`config.mk`:
```
export PLATFORM = sky130hd
export DESIGN_NAME = noncoherent_sum_flat
export DESIGN_NICKNAME = d
export VERILOG_FILES = /design/src/rtl/noncoherent_sum_pkg.sv /design/src/rtl/noncoherent_sum_if.sv /design/src/rtl/noncoherent_sum_iq_power.sv /design/src/rtl/noncoherent_sum.sv /design/src/flat_wrapper.sv
export SDC_FILE = /design/constraint.sdc
export NUM_CORES = 1
export LEC_CHECK = 0
export ABC_AREA = 0
export ABC_CLOCK_PERIOD_IN_PS = 4600
export BUFFER_PORTS_ARGS = -buffer_cell sky130_fd_sc_hd__buf_2
export CAP_MARGIN = 10
export CORE_ASPECT_RATIO = 1.5
export CORE_MARGIN = 4
export CORE_UTILIZATION = 40
export CTS_CLUSTER_SIZE = 12
export DETAILED_ROUTE_END_ITERATION = 6
export PLACE_DENSITY = 0.65
export SETUP_SLACK_MARGIN = 0.02
export SYNTH_ARGS = -nofsm -noshare
export SYNTH_HDL_FRONTEND = slang
export SYNTH_SLANG_ARGS = --single-unit
```
`constraint.sdc`:
```
create_clock -name clk -period 4.6 [get_ports clk]
set_clock_uncertainty 0.15 [all_clocks]
set_input_delay 0.69 -clock clk [delete_from_list [all_inputs] [get_ports clk]]
set_output_delay 0.69 -clock clk [all_outputs]
set_load 0.005 [all_outputs]
```
`src/rtl/noncoherent_sum_pkg.sv`:
```
// Shared tracking-engine definitions for the noncoherent sum stage and its
// neighbours: FSM state encoding, RAM address/data widths, I/Q field positions
// inside a coherent RAM word, and default tuning values.
package noncoherent_sum_pkg;

  localparam int ADDR_W          = 10;
  localparam int DATA_W          = 32;
  localparam int IQ_W            = 16;
  localparam int I_MSB           = 31;
  localparam int I_LSB           = 16;
  localparam int Q_MSB           = 15;
  localparam int Q_LSB           = 0;
  localparam int POWER_SHIFT_DEF = 8;
  localparam int MAX_COR_DEF     = 16;
  localparam int CNT_W           = 5;
  localparam int IDX_W           = 4;

  typedef enum logic [2:0] {
    ST_IDLE     = 3'd0,
    ST_WAIT_COH = 3'd1,
    ST_READ_COH = 3'd2,
    ST_CALC     = 3'd3,
    ST_ACCUM    = 3'd4,
    ST_WRITE    = 3'd5,
    ST_DONE     = 3'd6
  } state_e;

endpackage

```
`src/rtl/noncoherent_sum_if.sv`:
```
// Bus bundle for noncoherent_sum: request/control lines plus the coherent and
// noncoherent RAM ports. The slave modport is the block's view, the master
// modport is the view of whoever drives requests and models the RAMs.
// Optional macro NONCOH_PEAK_EN adds peak_power / peak_index outputs.
interface noncoherent_sum_if;
  import noncoherent_sum_pkg::*;

  logic                 noncoh_req;
  logic [ADDR_W-1:0]    coh_base_addr;
  logic [ADDR_W-1:0]    noncoh_base_addr;
  logic [CNT_W-1:0]     cor_count;
  logic                 first_noncoh;
  logic                 coherent_sum_done;
  logic                 busy;
  logic                 noncoh_done;
  logic                 coh_rd;
  logic [ADDR_W-1:0]    coh_addr;
  logic [DATA_W-1:0]    coherent_d4rd;
  logic                 noncoh_rd;
  logic                 noncoh_wr;
  logic [ADDR_W-1:0]    noncoh_addr;
  logic [DATA_W-1:0]    noncoh_d4wt;
  logic [DATA_W-1:0]    noncoh_d4rd;
`ifdef NONCOH_PEAK_EN
  logic [DATA_W-1:0]    peak_power;
  logic [IDX_W-1:0]     peak_index;
`endif

  modport slave (
    input  noncoh_req, coh_base_addr, noncoh_base_addr, cor_count, first_noncoh,
    input  coherent_sum_done, coherent_d4rd, noncoh_d4rd,
`ifdef NONCOH_PEAK_EN
    output peak_power, peak_index,
`endif
    output busy, noncoh_done, coh_rd, coh_addr, noncoh_rd, noncoh_wr,
    output noncoh_addr, noncoh_d4wt
  );

  modport master (
    output noncoh_req, coh_base_addr, noncoh_base_addr, cor_count, first_noncoh,
    output coherent_sum_done, coherent_d4rd, noncoh_d4rd,
`ifdef NONCOH_PEAK_EN
    input  peak_power, peak_index,
`endif
    input  busy, noncoh_done, coh_rd, coh_addr, noncoh_rd, noncoh_wr,
    input  noncoh_addr, noncoh_d4wt
  );

endinterface

```
`src/rtl/noncoherent_sum_iq_power.sv`:
```
// Combinational I/Q power: (I*I + Q*Q) >> POWER_SHIFT for one packed
// coherent word {I[31:16], Q[15:0]}, both signed. Shared with acquisition.
// Ports: i_iq (packed I/Q word), o_power (scaled power, unsigned).
module noncoherent_sum_iq_power
  import noncoherent_sum_pkg::*;
#(
  parameter int POWER_SHIFT = POWER_SHIFT_DEF
) (
  input  logic [DATA_W-1:0] i_iq,
  output logic [DATA_W-1:0] o_power
);

  logic signed [IQ_W-1:0]     w_i;
  logic signed [IQ_W-1:0]     w_q;
  logic signed [2*IQ_W-1:0]   w_ii;
  logic signed [2*IQ_W-1:0]   w_qq;
  logic        [DATA_W-1:0]   w_sum;

  assign w_i  = i_iq[I_MSB:I_LSB];
  assign w_q  = i_iq[Q_MSB:Q_LSB];
  assign w_ii = w_i * w_i;
  assign w_qq = w_q * w_q;
  // Each square is at most 2^30, so the unsigned sum peaks at 2^31 and
  // never overflows 32 bits.
  assign w_sum   = $unsigned(w_ii) + $unsigned(w_qq);
  assign o_power = w_sum >> POWER_SHIFT;

endmodule

```
`src/rtl/noncoherent_sum.sv`:
```
// Noncoherent sum stage: for each of up to MAX_COR entries, waits for the
// coherent stage to be drained, reads one coherent I/Q word, forms its power,
// optionally adds the stored noncoherent value (saturating) and writes it back.
// Ports: clk, rst_b (async, active low), bus (noncoherent_sum_if.slave).
// Optional macro NONCOH_PEAK_EN tracks the largest written result and its index.
module noncoherent_sum
  import noncoherent_sum_pkg::*;
#(
  parameter int POWER_SHIFT = POWER_SHIFT_DEF,
  parameter int MAX_COR     = MAX_COR_DEF
) (
  input  logic               clk,
  input  logic               rst_b,
  noncoherent_sum_if.slave   bus
);

  function automatic logic [DATA_W-1:0] sat_add(input logic [DATA_W-1:0] a,
                                                 input logic [DATA_W-1:0] b);
    logic [DATA_W:0] s;
    s = {1'b0, a} + {1'b0, b};
    return s[DATA_W] ? '1 : s[DATA_W-1:0];
  endfunction

  state_e              r_state;
  state_e              w_next;
  logic [IDX_W-1:0]    r_index;
  logic [IDX_W-1:0]    r_last;
  logic [ADDR_W-1:0]   r_coh_base;
  logic [ADDR_W-1:0]   r_noncoh_base;
  logic                r_first;
  logic [CNT_W-1:0]    w_count;
  logic [DATA_W-1:0]   w_power;
  logic [DATA_W-1:0]   r_power_p1;
  logic [DATA_W-1:0]   r_result_p2;
`ifdef NONCOH_PEAK_EN
  logic [DATA_W-1:0]   r_peak_power;
  logic [IDX_W-1:0]    r_peak_index;
`endif

  assign w_count = (bus.cor_count > CNT_W'(MAX_COR)) ? CNT_W'(MAX_COR) : bus.cor_count;

  noncoherent_sum_iq_power #(.POWER_SHIFT(POWER_SHIFT)) u_iq_power (
    .i_iq    (bus.coherent_d4rd),
    .o_power (w_power)
  );

  always_comb begin
    w_next = r_state;
    case (r_state)
      ST_IDLE:     if (bus.noncoh_req) w_next = (w_count == '0) ? ST_DONE : ST_WAIT_COH;
      ST_WAIT_COH: if (bus.coherent_sum_done) w_next = ST_READ_COH;
      ST_READ_COH: w_next = ST_CALC;
      ST_CALC:     w_next = ST_ACCUM;
      ST_ACCUM:    w_next = ST_WRITE;
      ST_WRITE:    w_next = (r_index == r_last) ? ST_DONE : ST_WAIT_COH;
      ST_DONE:     w_next = ST_IDLE;
      default:     w_next = ST_IDLE;
    endcase
  end

  always_ff @(posedge clk or negedge rst_b) begin
    if (!rst_b) begin
      r_state       <= ST_IDLE;
      r_index       <= '0;
      r_last        <= '0;
      r_coh_base    <= '0;
      r_noncoh_base <= '0;
      r_first       <= 1'b0;
`ifdef NONCOH_PEAK_EN
      r_peak_power  <= '0;
      r_peak_index  <= '0;
`endif
    end else begin
      r_state <= w_next;
      if (r_state == ST_IDLE && bus.noncoh_req) begin
        r_coh_base    <= bus.coh_base_addr;
        r_noncoh_base <= bus.noncoh_base_addr;
        r_first       <= bus.first_noncoh;
        r_index       <= '0;
        // Count of zero never reaches WRITE, so the wrapped value is unused.
        r_last        <= IDX_W'(w_count - CNT_W'(1));
`ifdef NONCOH_PEAK_EN
        r_peak_power  <= '0;
        r_peak_index  <= '0;
`endif
      end
      if (r_state == ST_WRITE) begin
        if (r_index != r_last) r_index <= r_index + IDX_W'(1);
`ifdef NONCOH_PEAK_EN
        // Strict compare keeps the lowest index on ties.
        if (r_result_p2 > r_peak_power) begin
          r_peak_power <= r_result_p2;
          r_peak_index <= r_index;
        end
`endif
      end
    end
  end

  // Stage p1: coherent word is on the read bus, register its power.
  always_ff @(posedge clk) begin
    if (r_state == ST_CALC) r_power_p1 <= w_power;
  end

  // Stage p2: noncoherent word is on the read bus, form the accumulated result.
  always_ff @(posedge clk) begin
    if (r_state == ST_ACCUM)
      r_result_p2 <= r_first ? r_power_p1 : sat_add(bus.noncoh_d4rd, r_power_p1);
  end

  assign bus.busy        = (r_state != ST_IDLE);
  assign bus.noncoh_done = (r_state == ST_DONE);
  assign bus.coh_rd      = (r_state == ST_READ_COH);
  assign bus.noncoh_rd   = (r_state == ST_CALC) && !r_first;
  assign bus.noncoh_wr   = (r_state == ST_WRITE);
  // Address sums wrap naturally at the 10-bit width.
  assign bus.coh_addr    = r_coh_base + ADDR_W'(r_index);
  assign bus.noncoh_addr = r_noncoh_base + ADDR_W'(r_index);
  // Write data is only driven in WRITE so it reads as zero while reset holds.
  assign bus.noncoh_d4wt = (r_state == ST_WRITE) ? r_result_p2 : '0;
`ifdef NONCOH_PEAK_EN
  assign bus.peak_power  = r_peak_power;
  assign bus.peak_index  = r_peak_index;
`endif

endmodule

```
`src/flat_wrapper.sv`:
```
// flat-port wrapper written by rule: the top's interface ports become plain ports
module noncoherent_sum_flat import noncoherent_sum_pkg::*;
#(
  parameter int POWER_SHIFT = POWER_SHIFT_DEF,
  parameter int MAX_COR     = MAX_COR_DEF
)
  (clk, rst_b, bus_noncoh_req, bus_coh_base_addr, bus_noncoh_base_addr, bus_cor_count, bus_first_noncoh, bus_coherent_sum_done, bus_coherent_d4rd, bus_noncoh_d4rd, bus_busy, bus_noncoh_done, bus_coh_rd, bus_coh_addr, bus_noncoh_rd, bus_noncoh_wr, bus_noncoh_addr, bus_noncoh_d4wt);
  noncoherent_sum_if bus_i ();
  input  logic clk;
  input  logic rst_b;
  input wire logic [$bits(bus_i.noncoh_req)-1:0] bus_noncoh_req;
  input wire logic [$bits(bus_i.coh_base_addr)-1:0] bus_coh_base_addr;
  input wire logic [$bits(bus_i.noncoh_base_addr)-1:0] bus_noncoh_base_addr;
  input wire logic [$bits(bus_i.cor_count)-1:0] bus_cor_count;
  input wire logic [$bits(bus_i.first_noncoh)-1:0] bus_first_noncoh;
  input wire logic [$bits(bus_i.coherent_sum_done)-1:0] bus_coherent_sum_done;
  input wire logic [$bits(bus_i.coherent_d4rd)-1:0] bus_coherent_d4rd;
  input wire logic [$bits(bus_i.noncoh_d4rd)-1:0] bus_noncoh_d4rd;
  output wire logic [$bits(bus_i.busy)-1:0] bus_busy;
  output wire logic [$bits(bus_i.noncoh_done)-1:0] bus_noncoh_done;
  output wire logic [$bits(bus_i.coh_rd)-1:0] bus_coh_rd;
  output wire logic [$bits(bus_i.coh_addr)-1:0] bus_coh_addr;
  output wire logic [$bits(bus_i.noncoh_rd)-1:0] bus_noncoh_rd;
  output wire logic [$bits(bus_i.noncoh_wr)-1:0] bus_noncoh_wr;
  output wire logic [$bits(bus_i.noncoh_addr)-1:0] bus_noncoh_addr;
  output wire logic [$bits(bus_i.noncoh_d4wt)-1:0] bus_noncoh_d4wt;
  assign bus_i.noncoh_req = bus_noncoh_req;
  assign bus_i.coh_base_addr = bus_coh_base_addr;
  assign bus_i.noncoh_base_addr = bus_noncoh_base_addr;
  assign bus_i.cor_count = bus_cor_count;
  assign bus_i.first_noncoh = bus_first_noncoh;
  assign bus_i.coherent_sum_done = bus_coherent_sum_done;
  assign bus_i.coherent_d4rd = bus_coherent_d4rd;
  assign bus_i.noncoh_d4rd = bus_noncoh_d4rd;
  assign bus_busy = bus_i.busy;
  assign bus_noncoh_done = bus_i.noncoh_done;
  assign bus_coh_rd = bus_i.coh_rd;
  assign bus_coh_addr = bus_i.coh_addr;
  assign bus_noncoh_rd = bus_i.noncoh_rd;
  assign bus_noncoh_wr = bus_i.noncoh_wr;
  assign bus_noncoh_addr = bus_i.noncoh_addr;
  assign bus_noncoh_d4wt = bus_i.noncoh_d4wt;
  noncoherent_sum #(.POWER_SHIFT(POWER_SHIFT), .MAX_COR(MAX_COR)) u_core (.clk(clk), .rst_b(rst_b), .bus(bus_i));
endmodule
```
==> reports/metrics.json <==
{
  "logic_synthesis": {
    "syn_std_cell_area_sq_um": 22600,
    "synth_fp_nets": 3128,
    "netlist.area_leader.share_pct": 46.1,
    "post_synth_main_area_contributors": "sky130_fd_sc_hd__fa_1 46%, sky130_fd_sc_hd__inv_1 11%, sky130_fd_sc_hd__ha_1 10%",
    "synth.ff_latch_count": 88,
    "synth-edff-count": 56,
    "yosys_most_used_dff": "sky130_fd_sc_hd__edfxtp_1",
    "synth-warning-count": 0,
    "syn_area_per_cell_sq_um": 9.71,
    "synth-seq-area-share_pct": 11.0,
    "async_reset_ff_share_pct": 36.4,
    "syn-instance-count": 2331,
    "synth_area_leader_cell": "sky130_fd_sc_hd__fa_1",
    "ys_types": 58
  },
  "floorplan": {
    "floorplan.initialDensity_pct": 40.5,
    "die_height_microns": 299,
    "row_count": 106,
    "ports": 151,
    "die_w_microns": 202,
    "design.core.area_sq_um": 56000,
    "fp.dieArea_sq_um": 60600
  },
  "sta": {
    "hold_violations": 0,
    "period_minus_slack_ps": 7060,
    "report.final.setup_viol": 24,
    "grt_setup_unrepaired": "true",
    "report.final.slew_viol_count": 0,
    "postLayoutSetupSlackWorst_ps": -2460,
    "worst_pin_slew_ps": 1040,
    "layout_worst_path_cycle_share_pct": 153,
    "timing.setup.tns_ps": -50130,
    "maxSlewHeadroom_pct": 30.6,
    "max_freq_mhz": 142,
    "hold_slack_ps": 250
  },
  "worst_setup_path": {
    "max_stage_delay_ps": 570,
    "worstReg2RegStart": "u_core.r_power_p1[0]",
    "path_common_cell": "sky130_fd_sc_hd__fa_1",
    "critical_path_arrival_ps": 7010,
    "reg2reg_depth": 12,
    "cp.required_ps": 4560,
    "crit_path_launch_type": "input port",
    "timing.reg2reg.setup_slack_ps": 950,
    "critPathKind": "in -> reg",
    "end_kind": "flip-flop",
    "end_of_the_worst_register_to_register_path": "u_core.r_result_p2[14]",
    "critical_path.max_fanout": 8,
    "critPathSlowestCell": "sky130_fd_sc_hd__fa_1"
  },
  "cts": {
    "tritoncts": "yes",
    "clk_pin_slew_worst_paths_ps": 70,
    "h_tree_depth": 3,
    "clock_path_buffers": 2,
    "cts.root.buffer_cell": "sky130_fd_sc_hd__clkbuf_16",
    "clk_latency_ps": 360,
    "numCtsBuffers": 9,
    "cts.hold.buffers_added": 0,
    "clock-sinks": 88
  },
  "global_routing": {
    "groute.usage.overall_pct": 20.2,
    "grt_max_degree": 50,
    "globalRouteOverflowTotal": 0,
    "grt_antenna_before_repair": 1,
    "grt_pass1_vias": 19500,
    "grt_pass1_wl_microns": 98200
  },
  "outcome": {
    "failed_checks": "negative setup slack",
    "status": "finished with violations"
  },
  "routing": {
    "vias_per_cell": 4.76,
    "wl_per_cell_microns": 16.8,
    "drt-initial-drc-count": 577,
    "number_of_nets_still_failing_antenna_checks_after_routing": 0,
    "dr.pass1.iters": 5,
    "finalWirelength_microns": 59500,
    "vias": 16800,
    "drt_drc_violations_left": 0
  },
  "job": {
    "drv.max_cap_violation_count": 0
  },
  "placement": {
    "dp.final_hpwl_microns": 53600,
    "io_buffer_count": 150,
    "gp_congestion": 0.951
  },
  "final_layout": {
    "nets": 3568,
    "antenna_diode_count": 0,
    "final_layout_size_suffix_gt1_share_pct": 26.1,
    "area.growth.synth_to_final_pct": 25.1
  },
  "hold_path": {
    "holdCritPathClass": "in -> async"
  }
}
==> cells in the mapped netlist, drive strengths merged, types with 2 or more instances <==
cell    number
a31oi        6
a21oi       58
buf          4
edfxtp      56
nand3        9
and2       126
o31a         2
o211ai       4
o21bai       5
clkbuf      55
xnor2       67
inv        636
a211oi       6
o22ai        2
xor2        34
dfrtp       32
fa         521
nor4         6
a31o         3
mux2i        5
o21a         9
nor2b       40
o21ai       42
or2          3
o31ai        2
ha         182
a22oi        2
and3        10
nor2        99
mux2         3
nand4        6
nand2      216
nand2b      13
a21o        25
nor3        27
==> worst max-delay path, delay by kind of cell <==
kind	cells	cell delay, ps
adder cells (fa/ha/maj)	9	4340
buffers and inverters	6	520
AND/OR/NAND/NOR	4	530
AO/OA/AOI/OAI	5	750
XOR/XNOR	1	140
==> layer usage <==
layer  wire [microns]  GRT usage, %
met4             3200          8.72
met3             2010          2.10
met5               13             0
met2            34000          40.6
met1            20200          20.7
==> cell families after synthesis <==
group | count (synthesis) | share of synthesized area, %
AO/OA/AOI/OAI | 177 | 5.03
XOR/XNOR | 101 | 3.91
multiplexers | 8 | 0.370
AND/OR/NAND/NOR | 558 | 12.1
buffers and inverters | 696 | 11.6
adder cells (fa/ha/maj) | 703 | 56.1
flip-flops | 88 | 11.0
==> worst max-delay path by stage <==
stage	startpoint	to	slack, ps	cells after the start
CTS	bus_coherent_d4rd[2]	u_core.r_power_p1[22]	-2440	26
detailed placement	bus_coherent_d4rd[3]	u_core.r_power_p1[23]	-3150	25
floorplan	bus_coherent_d4rd[15]	u_core.r_power_p1[23]	-2540	24
finish	bus_coherent_d4rd[9]	u_core.r_power_p1[23]	-2460	25
global placement	bus_coherent_d4rd[2]	u_core.r_power_p1[23]	-3040	25
global route	bus_coherent_d4rd[9]	u_core.r_power_p1[23]	-2670	26
==> area by class of cell <==
class	instances	area, sq um
fillers	5092	27600
multi-input cells	1547	18400
repair buffers	488	3790
flip-flops and latches	88	2480
inverters	637	2410
well taps	756	946
clock buffers	11	275
clock inverters	5	65.1
==> stage by stage <==
step                      util [%]  worst slack (ps)  area, sq um  instances
after detailed placement      47.6             -3150        26600       3476
after floorplan                  -             -2540        23000       2331
final                         50.6             -2460        28300       3532
after global routing          50.6             -2670        28300       3532
after CTS                     50.1             -2440        28000       3520
after global placement        47.6             -3040        26600       3476
==> state kept, by name (all words and copies together) (netlist names) <==
name / count
u_core.r_state: 3
u_core.r_result_p2: 32
u_core.r_first: 1
u_core.r_index: 4
u_core.r_coh_base: 10
u_core.r_noncoh_base: 10
u_core.r_last: 4
u_core.r_power_p1: 24
==> repair_timing <==
action | in CTS | in global routing
endpoints found under the setup margin | 24 | 24
gates resized for setup | 227 | 79
pin swaps | 104 | 71
setup buffers | 38 | 15
==> layout by cell type (no fill, tap or decap), types with 35 or more instances in the layout <==
master,n
sky130_fd_sc_hd__a21oi_1,48
sky130_fd_sc_hd__and2_1,108
sky130_fd_sc_hd__buf_2,123
sky130_fd_sc_hd__buf_4,291
sky130_fd_sc_hd__buf_6,47
sky130_fd_sc_hd__edfxtp_1,56
sky130_fd_sc_hd__fa_1,495
sky130_fd_sc_hd__ha_1,164
sky130_fd_sc_hd__inv_1,595
sky130_fd_sc_hd__inv_2,35
sky130_fd_sc_hd__nand2_1,192
sky130_fd_sc_hd__nor2_1,74
sky130_fd_sc_hd__nor2b_1,38
sky130_fd_sc_hd__xnor2_1,59
Power is left out: the tool's default activity adds up to more than one toggle a clock period on the data nets, which glitch-free logic cannot reach.
